## src/rtl/cpu_reg_arbiter_if.sv

```systemverilog
// Requester-side and register-port signals of the CPU register arbiter.
// Handshake: a requester holds req[i] and its fields until it sees gnt[i]; gnt and done are one-cycle pulses.
interface cpu_reg_arbiter_if #(
  parameter int AW = 8,
  parameter int DW = 8
);
  logic [1:0]    req;
  logic [1:0]    req_rw;
  logic [AW-1:0] req_addr0;
  logic [AW-1:0] req_addr1;
  logic [DW-1:0] req_wdata0;
  logic [DW-1:0] req_wdata1;
  logic [1:0]    gnt;
  logic [1:0]    done;
  logic [DW-1:0] rdata;
  logic          busy;
  logic [AW-1:0] bus_addr;
  logic          bus_rw;
  logic [DW-1:0] bus_wdata;
  logic [DW-1:0] bus_rdata;

  modport master (
    output req, req_rw, req_addr0, req_addr1, req_wdata0, req_wdata1, bus_rdata,
    input  gnt, done, rdata, busy, bus_addr, bus_rw, bus_wdata
  );

  modport slave (
    input  req, req_rw, req_addr0, req_addr1, req_wdata0, req_wdata1, bus_rdata,
    output gnt, done, rdata, busy, bus_addr, bus_rw, bus_wdata
  );
endinterface

```

## src/rtl/cpu_reg_arbiter.sv

```systemverilog
// Round-robin arbiter sharing one CPU register port between two single-transaction requesters.
// All port-side outputs are registered; read data returns after RD_LAT cycles of wait.
module cpu_reg_arbiter #(
  parameter int AW     = 8,
  parameter int DW     = 8,
  parameter int RD_LAT = 1
) (
  input  logic             clk,
  input  logic             rst_n,
  cpu_reg_arbiter_if.slave bus,
  output logic [1:0]       dbg_state_o
);
  typedef enum logic [1:0] {
    IDLE   = 2'd0,
    ISSUE  = 2'd1,
    RDWAIT = 2'd2
  } state_e;

  localparam int CW = 3;

  state_e        state_q, state_d;
  logic          ptr_q, ptr_d;
  logic          owner_q, owner_d;
  logic [CW-1:0] cnt_q, cnt_d;
  logic [1:0]    gnt_q, gnt_d;
  logic [1:0]    done_q, done_d;
  logic [AW-1:0] addr_q, addr_d;
  logic          rw_q, rw_d;
  logic [DW-1:0] wdata_q, wdata_d;
  logic [DW-1:0] rdata_q, rdata_d;
  logic          win;

  always_comb begin
    state_d = state_q;
    ptr_d   = ptr_q;
    owner_d = owner_q;
    cnt_d   = cnt_q;
    gnt_d   = 2'b00;
    done_d  = 2'b00;
    addr_d  = addr_q;
    rw_d    = 1'b0;
    wdata_d = wdata_q;
    rdata_d = rdata_q;
    win     = 1'b0;
    case (state_q)
      IDLE: begin
        if (bus.req != 2'b00) begin
          // Contention goes to the pointer; a lone requester always wins.
          win        = (bus.req == 2'b11) ? ptr_q : bus.req[1];
          gnt_d[win] = 1'b1;
          owner_d    = win;
          ptr_d      = ~win;
          addr_d     = win ? bus.req_addr1 : bus.req_addr0;
          wdata_d    = win ? bus.req_wdata1 : bus.req_wdata0;
          rw_d       = bus.req_rw[win];
          state_d    = ISSUE;
        end
      end
      ISSUE: begin
        if (rw_q) begin
          done_d[owner_q] = 1'b1;
          state_d         = IDLE;
        end else begin
          cnt_d   = CW'(RD_LAT);
          state_d = RDWAIT;
        end
      end
      RDWAIT: begin
        if (cnt_q == CW'(1)) begin
          rdata_d         = bus.bus_rdata;
          done_d[owner_q] = 1'b1;
          state_d         = IDLE;
        end else begin
          cnt_d = cnt_q - CW'(1);
        end
      end
      default: state_d = IDLE;
    endcase
  end

  always_ff @(posedge clk or negedge rst_n) begin
    if (!rst_n) begin
      state_q <= IDLE;
      ptr_q   <= 1'b0;
      owner_q <= 1'b0;
      cnt_q   <= '0;
      gnt_q   <= 2'b00;
      done_q  <= 2'b00;
      addr_q  <= '0;
      rw_q    <= 1'b0;
      wdata_q <= '0;
      rdata_q <= '0;
    end else begin
      state_q <= state_d;
      ptr_q   <= ptr_d;
      owner_q <= owner_d;
      cnt_q   <= cnt_d;
      gnt_q   <= gnt_d;
      done_q  <= done_d;
      addr_q  <= addr_d;
      rw_q    <= rw_d;
      wdata_q <= wdata_d;
      rdata_q <= rdata_d;
    end
  end

  assign bus.gnt       = gnt_q;
  assign bus.done      = done_q;
  assign bus.rdata     = rdata_q;
  assign bus.busy      = (state_q != IDLE);
  assign bus.bus_addr  = addr_q;
  assign bus.bus_rw    = rw_q;
  assign bus.bus_wdata = wdata_q;
  assign dbg_state_o   = state_q;
endmodule

```

## src/flat_wrapper.sv

```systemverilog
// flat-port wrapper written by rule: the top's interface ports become plain ports
module cpu_reg_arbiter_flat 
#(
  parameter int AW     = 8,
  parameter int DW     = 8,
  parameter int RD_LAT = 1
)
  (clk, rst_n, dbg_state_o, bus_req, bus_req_rw, bus_req_addr0, bus_req_addr1, bus_req_wdata0, bus_req_wdata1, bus_bus_rdata, bus_gnt, bus_done, bus_rdata, bus_busy, bus_bus_addr, bus_bus_rw, bus_bus_wdata);
  cpu_reg_arbiter_if #(.AW(AW), .DW(DW)) bus_i ();
  input  logic clk;
  input  logic rst_n;
  output logic [1:0] dbg_state_o;
  input wire logic [$bits(bus_i.req)-1:0] bus_req;
  input wire logic [$bits(bus_i.req_rw)-1:0] bus_req_rw;
  input wire logic [$bits(bus_i.req_addr0)-1:0] bus_req_addr0;
  input wire logic [$bits(bus_i.req_addr1)-1:0] bus_req_addr1;
  input wire logic [$bits(bus_i.req_wdata0)-1:0] bus_req_wdata0;
  input wire logic [$bits(bus_i.req_wdata1)-1:0] bus_req_wdata1;
  input wire logic [$bits(bus_i.bus_rdata)-1:0] bus_bus_rdata;
  output wire logic [$bits(bus_i.gnt)-1:0] bus_gnt;
  output wire logic [$bits(bus_i.done)-1:0] bus_done;
  output wire logic [$bits(bus_i.rdata)-1:0] bus_rdata;
  output wire logic [$bits(bus_i.busy)-1:0] bus_busy;
  output wire logic [$bits(bus_i.bus_addr)-1:0] bus_bus_addr;
  output wire logic [$bits(bus_i.bus_rw)-1:0] bus_bus_rw;
  output wire logic [$bits(bus_i.bus_wdata)-1:0] bus_bus_wdata;
  assign bus_i.req = bus_req;
  assign bus_i.req_rw = bus_req_rw;
  assign bus_i.req_addr0 = bus_req_addr0;
  assign bus_i.req_addr1 = bus_req_addr1;
  assign bus_i.req_wdata0 = bus_req_wdata0;
  assign bus_i.req_wdata1 = bus_req_wdata1;
  assign bus_i.bus_rdata = bus_bus_rdata;
  assign bus_gnt = bus_i.gnt;
  assign bus_done = bus_i.done;
  assign bus_rdata = bus_i.rdata;
  assign bus_busy = bus_i.busy;
  assign bus_bus_addr = bus_i.bus_addr;
  assign bus_bus_rw = bus_i.bus_rw;
  assign bus_bus_wdata = bus_i.bus_wdata;
  cpu_reg_arbiter #(.AW(AW), .DW(DW), .RD_LAT(RD_LAT)) u_core (.clk(clk), .rst_n(rst_n), .bus(bus_i), .dbg_state_o(dbg_state_o));
endmodule
```

## config.mk

```make
export PLATFORM = sky130hd
export DESIGN_NAME = cpu_reg_arbiter_flat
export DESIGN_NICKNAME = d
export VERILOG_FILES = /design/src/rtl/cpu_reg_arbiter_if.sv /design/src/rtl/cpu_reg_arbiter.sv /design/src/flat_wrapper.sv
export SDC_FILE = /design/constraint.sdc
export NUM_CORES = 1
export LEC_CHECK = 0
export CAP_MARGIN = 20
export CORE_ASPECT_RATIO = 1.4
export CORE_MARGIN = 4
export CORE_UTILIZATION = 37
export CTS_CLUSTER_DIAMETER = 60
export CTS_CLUSTER_SIZE = 10
export DETAILED_ROUTE_END_ITERATION = 10
export PLACE_DENSITY = 0.82
export SLEW_MARGIN = 20
export SYNTH_ARGS = -nofsm -noshare
export SYNTH_HDL_FRONTEND = slang
export SYNTH_SLANG_ARGS = --single-unit
export TNS_END_PERCENT = 20
```

## constraint.sdc

```tcl
create_clock -name clk -period 2 [get_ports clk]
set_input_delay 0.4 -clock clk [delete_from_list [all_inputs] [get_ports clk]]
set_output_delay 0.4 -clock clk [all_outputs]
set_load 0.02 [all_outputs]
```

# After elaboration in Yosys (flattened, before gate mapping)
# Index checks and enable logic that the tools add are counted.
# W data, S select, Z words.
[classes]
add_sub_neg = 1
mul = 0
div = 0
order_cmp = 4
eq_ne = 8
shifts = 0
n_mux = 23
bitwise = 1
reduce_logical = 10
[ops]
columns = ["op", "count"]
rows = [
  ["$mux W8", 2],
  ["$mux W2", 7],
  ["$mux W1", 7],
  ["$mux W3", 2],
  ["$pmux W2 S3", 1],
  ["$pmux W3 S2", 1],
  ["$reduce_and A2 Y1", 3],
  ["$reduce_bool A2 Y1", 3],
  ["$eq A2 B2 Y1 const B", 2],
  ["$lt A1 B2 Y1 const B", 2],
  ["$ne A2 B1 Y1 const B", 2],
  ["$ne A2 B2 Y1 const B", 2],
  ["$pmux W2 S2", 1],
  ["$eq A3 B1 Y1 const B", 1],
  ["$reduce_and A3 Y1", 1],
  ["$sub A3 B1 Y3 const B", 1],
  ["$demux W1 S1", 2],
  ["$eq A2 B1 Y1 const B", 1],
  ["$ge A1 B1 Y1 const B", 2],
  ["$logic_and A1 B1 Y1", 2],
  ["$logic_not A2 Y1", 1],
  ["$not A1 Y1", 1],
]
[word_totals]
ff_bits = 36
latchBits = 0
ramBits = 0
romBits = 0
in_bits = 46
out_inout_bits = 32
word_cells = 57
memories = 0

# Longest topological paths before layout
# Gate-level depths: netlist of run 1.
[depth]
word_depth = 8
ltp_mapped = 6
ltp_nobuf = 5

# Worst setup path after synthesis of run 1
# No wires, ideal clock.
[synth_path]
path_type = "register to register"
startpoint = "register u_core.state_q[0], in the netlist u_core.dbg_state_o[0]"
endpoint = "register u_core.addr_q[7], in the netlist u_core.bus.bus_addr[7]"
arrival_ps = 1527
path_slack_ps = 347
stages_incl_launch_ff = 7
period_less_slack_ps = 1653
cell_sequence = "dfrtp_1 inv_1 ha_1 inv_1 nor3_4 buf_6 a221o_1"
[synth_via]
elab_chain_len = 2
[synth_lines]
columns = ["item", "line", "source"]
rows = [
  ["from (decl)", "cpu_reg_arbiter.sv:21", "state_e state_q, state_d;"],
  ["from (signal assigned)", "cpu_reg_arbiter.sv:94", "state_q <= state_d;"],
  ["$logic_not A2 Y1", "cpu_reg_arbiter.sv:45", "case (state_q)"],
  ["$reduce_and A2 Y1 (no line)", "n/a", ""],
  ["to (signal assigned)", "cpu_reg_arbiter.sv:100", "addr_q <= addr_d;"],
  ["to (decl)", "cpu_reg_arbiter.sv:27", "logic [AW-1:0] addr_q, addr_d;"],
]
# Every way passes these cells.
# A chain may end at the register's enable or synchronous reset.

# Final worst setup path of run 1
[layout_path]
startpoint = "register u_core.state_q[1], in the netlist u_core.dbg_state_o[1]"
endpoint = "output bus_busy"
[layout_via]
elab_chain_len = 1
[layout_lines]
columns = ["item", "line", "source"]
rows = [
  ["$reduce_bool A2 Y1", "cpu_reg_arbiter.sv:110", "assign bus.busy = (state_q != IDLE);"],
  ["to (decl)", "flat_wrapper.sv:23", "output wire logic [$bits(bus_i.busy)-1:0] bus_busy;"],
]
# Every way passes these cells.

==> summary.txt, run 1 <==
Critical path
  • Worst endpoint required time: 1.60 ns
  • Worst Setup Path Type: register to primary output
  • CP endpoint kind: primary output
  • Most common cell on crit path: inv_1
  • CP max-delay cell: dfrtp_1
  • Worst-path maximum fanout: 3
  • CP cell instances: inv_1 -> ha_1 -> inv_1 -> dlygate4sd2_1
  • Crit-path max cell delay: 0.37 ns
  • Worst EP arrival: 1.41 ns
  • Startpoint type of the worst setup path: register

Cells and area
  • Post-layout util: 61.1%
  • Fillers: 342
  • Share of post-route cells with drive strength above 1: 17.0%
  • Area delta synth->final: 58.7%
  • Final Non-Filler Cells: 278
  • Design Area, Final: 2590 um^2
  • Nets: 268
  • Storage cell area: 901 um^2
  • Area of the multi-input gates: 658 um^2
  • Antenna diodes: 0

Timing
  • Worst-Margin Slew: 0.441 ns
  • Final min period: 1.81 ns
  • Max-slew headroom: 70.4%
  • Clock skew: 0.00483 ns
  • Fin Setup TNS: 0 ns
  • Final Hold Vio Count: 0
  • Min setup slack post-route: 0.186 ns
  • Period utilization: 90.7%
  • Max Slew Vio Count: 0
  • RSZ-0062 raised after global routing: false
  • Number of endpoints failing setup at the final stage: 0
  • Hold Worst Slack: 0.148 ns
  • Fmax: 551 MHz

Clock network
  • Clock Pin Slew Worst Setup and Hold Paths: 0.07 ns
  • Resized Gates After CTS: 1
  • Clock Tree Root: clkbuf_8
  • CTS tree: done
  • Cts hold-fix bufs: 0
  • Clock Path Buffers: 2
  • H-tree levels: 2
  • Total CTS buffers: 5
  • Sinks on Clock Net: 36
  • Setup Buffers After CTS: 0
  • Worst skew pair latency: 0.28 ns

Logic synthesis
  • Mean Syn Cell Area: 12.8 um^2
  • Mapped Nets: 178
  • Top_reg_cell synth: dfrtp_1
  • Synthesized cell area: 1630 um^2
  • Commonest cells in the synthesized netlist: dfrtp_1, and2_0, a221o_1, mux2_2
  • Yosys cell types: 32
  • Yosys top cell area share: 55.2%
  • Top-count cell post-synth: dfrtp_1
  • Ranking of synthesized cells by area: dfrtp_1, a221o_1, and2_0
  • Fraction of registers with async set/reset: 100%
  • Post-synth EDFFs: 0
  • Number of synthesized register bits: 36
  • Mapped Cells: 127
  • Post-synthesis sequential area ratio: 55.2%
  • Warnings from Yosys: 0
  • Dominant cell type by area after synthesis: dfrtp_1

Placed design
  • Placed Cells: 270
  • Placement Cell Area: 2500 um^2
  • DP HPWL: 3.10 mm
  • Pre-CTS setup slack: 0.139 ns
  • Port bufs: 77
  • GP Congestion: 0.822

Drt
  • DR DRC count: 0
  • Antenna Nets Post-Route: 0
  • Total Wirelength: 3.87 mm
  • Wire length per cell: 13.9 um
  • Iter 0 DRT Violations: 27
  • Via Count: 1337
  • Post-DR vias/cell: 4.81
  • Drt pass-1 iters: 4

Floorplan
  • Die area: 5550 um^2
  • Starting density of the core: 38.5%
  • Die Span Y: 86.6 um
  • Die Wd: 64.1 um
  • Num ports: 78
  • Core box area: 4240 um^2
  • Row cnt: 28

Global routing
  • GRT overflow: 0
  • First-pass GRT wire length: 6.55 mm
  • Vias in the first global route: 1440
  • Gr usage total: 15.2%
  • Largest net degree at the start of global routing: 37
  • Initial antenna violation count: 0

Min path
  • Hold WC Path Type: primary input to asynchronous set/reset pin

Job
  • Total of max-cap violations: 0

Outcome
  • Status: completed

Power and ir drop
  • Max IR drop VDD: 0.000830 V
  • Cell leakage power: 1.13 nW
  • Total power: 3.84 mW
  • PD cells: 1480 nW/um^2
-- where the power goes --
group | switching (mW) | total [mW] | internal, mW
Combinational | 0.996 | 2.12 | 1.13
Sequential | 0.172 | 1.23 | 1.05
Clock | 0.246 | 0.495 | 0.248
Total | 1.41 | 3.84 | 2.43
-- cells in the final DEF, fill, tap and decap left out, types with 4 or more instances in the layout --
master,netlist,final
buf_4,0,11
a221o_1,10,10
ha_1,5,5
clkbuf_8,0,5
clkdlybuf4s50_1,0,75
a221o_2,5,5
nand2_1,5,5
and2_0,15,15
mux2_2,8,8
inv_1,5,5
nand2b_1,4,4
dfrtp_1,36,36
-- worst max-delay path, delay by kind of cell (launching register included) --
family,cells,cell delay (ns)
buffers and inverters,3,0.55
flip-flops,1,0.37
adder cells (fa/ha/maj),1,0.20
-- flip-flops by register name (all words and copies together), names as in the netlist --
name and cells:
u_core.bus.bus_addr 8, u_core.bus.bus_rw 1, u_core.ptr_q 1, u_core.owner_q 1, u_core.bus.bus_wdata 8, u_core.bus.rdata 8, u_core.bus.done 2, u_core.bus.gnt 2
u_core.cnt_q 3, u_core.dbg_state_o 2
-- layer usage --
layer | up-vias | share of wire [%] | GRT usage [%] | wire length [um]
met5 | - | 0 | 0 | 0
met4 | 0 | 1.4 | 5.77 | 55
met3 | 4 | 9.1 | 5.71 | 351
li1 | 642 | - | - | -
met2 | 60 | 51 | 26.6 | 1970
met1 | 631 | 39 | 16.7 | 1500
-- cell type report --
| type | count | area share, % |
|---|---|---|
| clock inverters | 1 | 0.338 |
| repair buffers | 88 | 32.7 |
| clock buffers | 7 | 2.95 |
| flip-flops and latches | 36 | 34.8 |
| inverters | 6 | 0.870 |
| multi-input cells | 80 | 25.4 |
| well taps | 60 | 2.90 |
-- final timing paths --
kind,start,slack [ns],to,cells past startpoint
max in group asynchronous,rst_n,1.53,u_core.cnt_q[2]$_DFFE_PN0P_,2
min reg2reg,u_core.owner_q$_DFFE_PN0P_,0.50,u_core.owner_q$_DFFE_PN0P_,1
min,rst_n,0.15,u_core.bus.bus_wdata[3]$_DFFE_PN0P_,2
min in group clk,u_core.owner_q$_DFFE_PN0P_,0.50,u_core.owner_q$_DFFE_PN0P_,1
max reg2reg,u_core.dbg_state_o[1]$_DFFE_PN0P_,0.40,u_core.bus.bus_addr[2]$_DFFE_PN0P_,7
max,u_core.dbg_state_o[1]$_DFFE_PN0P_,0.19,bus_busy,4
-- kinds of logic after synthesis --
kind of cell               Yosys count  synth area share (%)
DFF                                 36                  55.2
AOI/OAI and AO/OA                   30                  15.8
adders and majority gates            5                  3.83
buffers and inverters               11                  4.45
and+or+nand+nor                     34                  13.3
muxes                               11                  7.36
Power figures use the tool's default switching activity.
==> run 2, diff against run 1 <==
--- a/config.mk
+++ b/config.mk
@@ -5,7 +5,7 @@
 export SDC_FILE = /design/constraint.sdc
 export NUM_CORES = 1
 export LEC_CHECK = 0
-export CAP_MARGIN = 20
+export CAP_MARGIN = 30
 export CORE_ASPECT_RATIO = 1.4
 export CORE_MARGIN = 4
 export CORE_UTILIZATION = 37
==> results of run 2 <==
No change in the layout: final DEF, timing and power equal those of run 1.
==> run 3, diff against run 2 <==
--- a/config.mk
+++ b/config.mk
@@ -12,6 +12,7 @@
 export CTS_CLUSTER_DIAMETER = 60
 export CTS_CLUSTER_SIZE = 10
 export DETAILED_ROUTE_END_ITERATION = 10
+export MAX_ROUTING_LAYER = met4
 export PLACE_DENSITY = 0.82
 export SLEW_MARGIN = 20
 export SYNTH_ARGS = -nofsm -noshare
==> run 3 against run 2 <==
Compared with the run above:
- final area is the same
- critical path depth is the same
- sequential power is essentially flat
- largest power group unchanged
- largest cell class unchanged
==> summary.txt, run 3 (synthesized netlist as in run 1, its figures left out) <==
Floorplan
  • Row cnt: 28 (unchanged)
  • Starting density of the core: 38.5% (unchanged)
  • Num ports: 78 (unchanged)
  • Die Wd: 64.1 um (unchanged)
  • Die Span Y: 86.6 um (unchanged)
  • Core box area: 4240 um^2 (unchanged)
  • Die area: 5550 um^2 (unchanged)

Clock network
  • CTS tree: done
  • Clock Tree Root: clkbuf_8
  • Clock Pin Slew Worst Setup and Hold Paths: 0.07 ns (about the same)
  • H-tree levels: 2 (unchanged)
  • Setup Buffers After CTS: 0 (unchanged)
  • Total CTS buffers: 5 (unchanged)
  • Sinks on Clock Net: 36 (unchanged)
  • Worst skew pair latency: 0.28 ns (about the same)
  • Clock Path Buffers: 2 (unchanged)

Global routing
  • Largest net degree at the start of global routing: 37 (unchanged)
  • First-pass GRT wire length: 6.54 mm (-0.11%)
  • GRT overflow: 0 (unchanged)
  • Vias in the first global route: 1439 (-0.069%)
  • Gr usage total: 15.7% (+0.47 points)
  • Initial antenna violation count: 0 (unchanged)

Placed design
  • GP Congestion: 0.834 (+1.5%)
  • Placement Cell Area: 2500 um^2 (unchanged)
  • Placed Cells: 270 (unchanged)
  • DP HPWL: 3.10 mm (unchanged)
  • Port bufs: 77 (unchanged)
  • Pre-CTS setup slack: 0.139 ns (unchanged)

Critical path
  • Most common cell on crit path: inv_1
  • CP Buf/Inv Count: 3 (unchanged)
  • Worst-path maximum fanout: 3 (unchanged)
  • Setup slack, reg-to-reg: 0.40 ns (about the same)
  • CP endpoint kind: primary output
  • Crit-path max cell delay: 0.37 ns (about the same)
  • CP max-delay cell: dfrtp_1
  • WP depth: 4 (unchanged)
  • Worst EP arrival: 1.42 ns (about the same)
  • RR Endpoint: u_core.bus.bus_addr[2]$_DFFE_PN0P_
  • Worst Setup Path Type: register to primary output
  • Worst endpoint required time: 1.60 ns (about the same)
  • Startpoint type of the worst setup path: register
  • CP cell instances: inv_1 -> ha_1 -> inv_1 -> dlygate4sd2_1
  • Worst reg-to-reg path cell count: 7 (unchanged)
  • Cell family with most CP delay: buffers and inverters
  • Origin of the critical flop-to-flop path: u_core.dbg_state_o[1]$_DFFE_PN0P_

Min path
  • Hold WC Path Type: primary input to asynchronous set/reset pin

Power and ir drop
  • Sequential share of power: 31.9% (about the same)
  • Total power: 3.84 mW (about the same)
  • PD cells: 1480 nW/um^2 (about the same)
  • P_int: 2.43 mW (about the same)
  • Net Switching: 1.42 mW (+0.12%)
  • Cell leakage power: 1.13 nW (unchanged)
  • Max IR drop VDD: 0.000829 V (-0.11%)
  • Clock share of power: 12.9% (about the same)
  • Comb power frac: 55.2% (about the same)
  • Net Sw Frac: 36.8% (about the same)

Cells and area
  • Fillers: 342 (unchanged)
  • Design Area, Final: 2590 um^2 (unchanged)
  • Commonest cells after routing, fill and taps aside: clkdlybuf4s50_1, dfrtp_1, and2_0
  • Antenna diodes: 0 (unchanged)
  • Share of post-route cells with drive strength above 1: 17.0% (unchanged)
  • Final Non-Filler Cells: 278 (unchanged)
  • Nets: 268 (unchanged)
  • Post-layout util: 61.1% (unchanged)
  • Commonest non-fill, non-tap cell in the layout: clkdlybuf4s50_1
  • Area delta synth->final: 58.7% (unchanged)

Timing
  • Number of endpoints failing setup at the final stage: 0 (unchanged)
  • Final min period: 1.82 ns (+0.00237 ns)
  • Min setup slack post-route: 0.183 ns (-0.00237 ns)
  • Clock skew: 0.00452 ns (-0.000307 ns)
  • Fmax: 550 MHz (-0.13%)
  • Period utilization: 90.8% (+0.12 points)
  • RSZ-0062 raised after global routing: false
  • Hold Worst Slack: 0.151 ns (+0.00289 ns)
  • Max Slew Vio Count: 0 (unchanged)
  • Max-slew headroom: 70.3% (about the same)
  • Fin Setup TNS: 0 ns (unchanged)
  • Worst-Margin Slew: 0.441 ns (+0.000339 ns)
  • Final Hold Vio Count: 0 (unchanged)

Drt
  • Iter 0 DRT Violations: 24 (-11%)
  • Total Wirelength: 3.86 mm (-0.16%)
  • Via Count: 1339 (+0.15%)
  • Antenna Nets Post-Route: 0 (unchanged)
  • Drt pass-1 iters: 2 (-2)
  • Post-DR vias/cell: 4.82 (+0.15%)
  • Wire length per cell: 13.9 um (-0.16%)
  • DR DRC count: 0 (unchanged)

Outcome
  • Status: completed

Job
  • Total of max-cap violations: 0 (unchanged)
-- run 3: cell counts in the layout (fill, tap and decap cells not counted) --
Identical to the previous run, type by type.
-- run 3: power by group through the flow --
stage	logic [mW]	registers (mW)	clock network, mW
floorplan	0.879	1.57	0
global placement	2.12	1.23	0
detailed placement	2.16	1.23	0
CTS	2.15	1.23	0.519
global route	2.30	1.28	0.532
finish	2.12	1.23	0.494
-- run 3: layer usage --
metal  up-vias  share of wire [%]  global-route usage [%]
met2        61                 51                    26.6
met5         -                  0                       -
met1       633                 40                    17.8
li1        641                  -                       -
met4         0                1.4                    5.77
met3         4                7.5                    4.15
-- run 3: worst max path at each step --
stage / from / endpoint
after floorplan: u_core.dbg_state_o[0]$_DFFE_PN0P_ / u_core.bus.bus_addr[7]$_DFFE_PN0P_
after global placement: bus_req[1] / u_core.bus.bus_addr[2]$_DFFE_PN0P_
after global routing: u_core.dbg_state_o[1]$_DFFE_PN0P_ / bus_busy
after detailed placement: bus_req[0] / u_core.bus.bus_addr[4]$_DFFE_PN0P_
final: u_core.dbg_state_o[1]$_DFFE_PN0P_ / bus_busy
after CTS: u_core.dbg_state_o[1]$_DFFE_PN0P_ / bus_busy
-- run 3: timing repair --
item	4_1_cts	5_1_grt
gates resized for setup	1	0
hold buffers	0	0
setup endpoints to repair	1	0
-- run 3: layout make-up --
type                            count  area, um^2  share of cell area [%]
Sequential cell                    36         901                    34.8
Tap cell                           60        75.1                    2.90
Multi-Input combinational cell     80         658                    25.4
Inverter                            6        22.5                   0.870
Timing Repair Buffer               88         847                    32.7
Clock inverter                      1        8.76                   0.338
Clock buffer                        7        76.3                    2.95
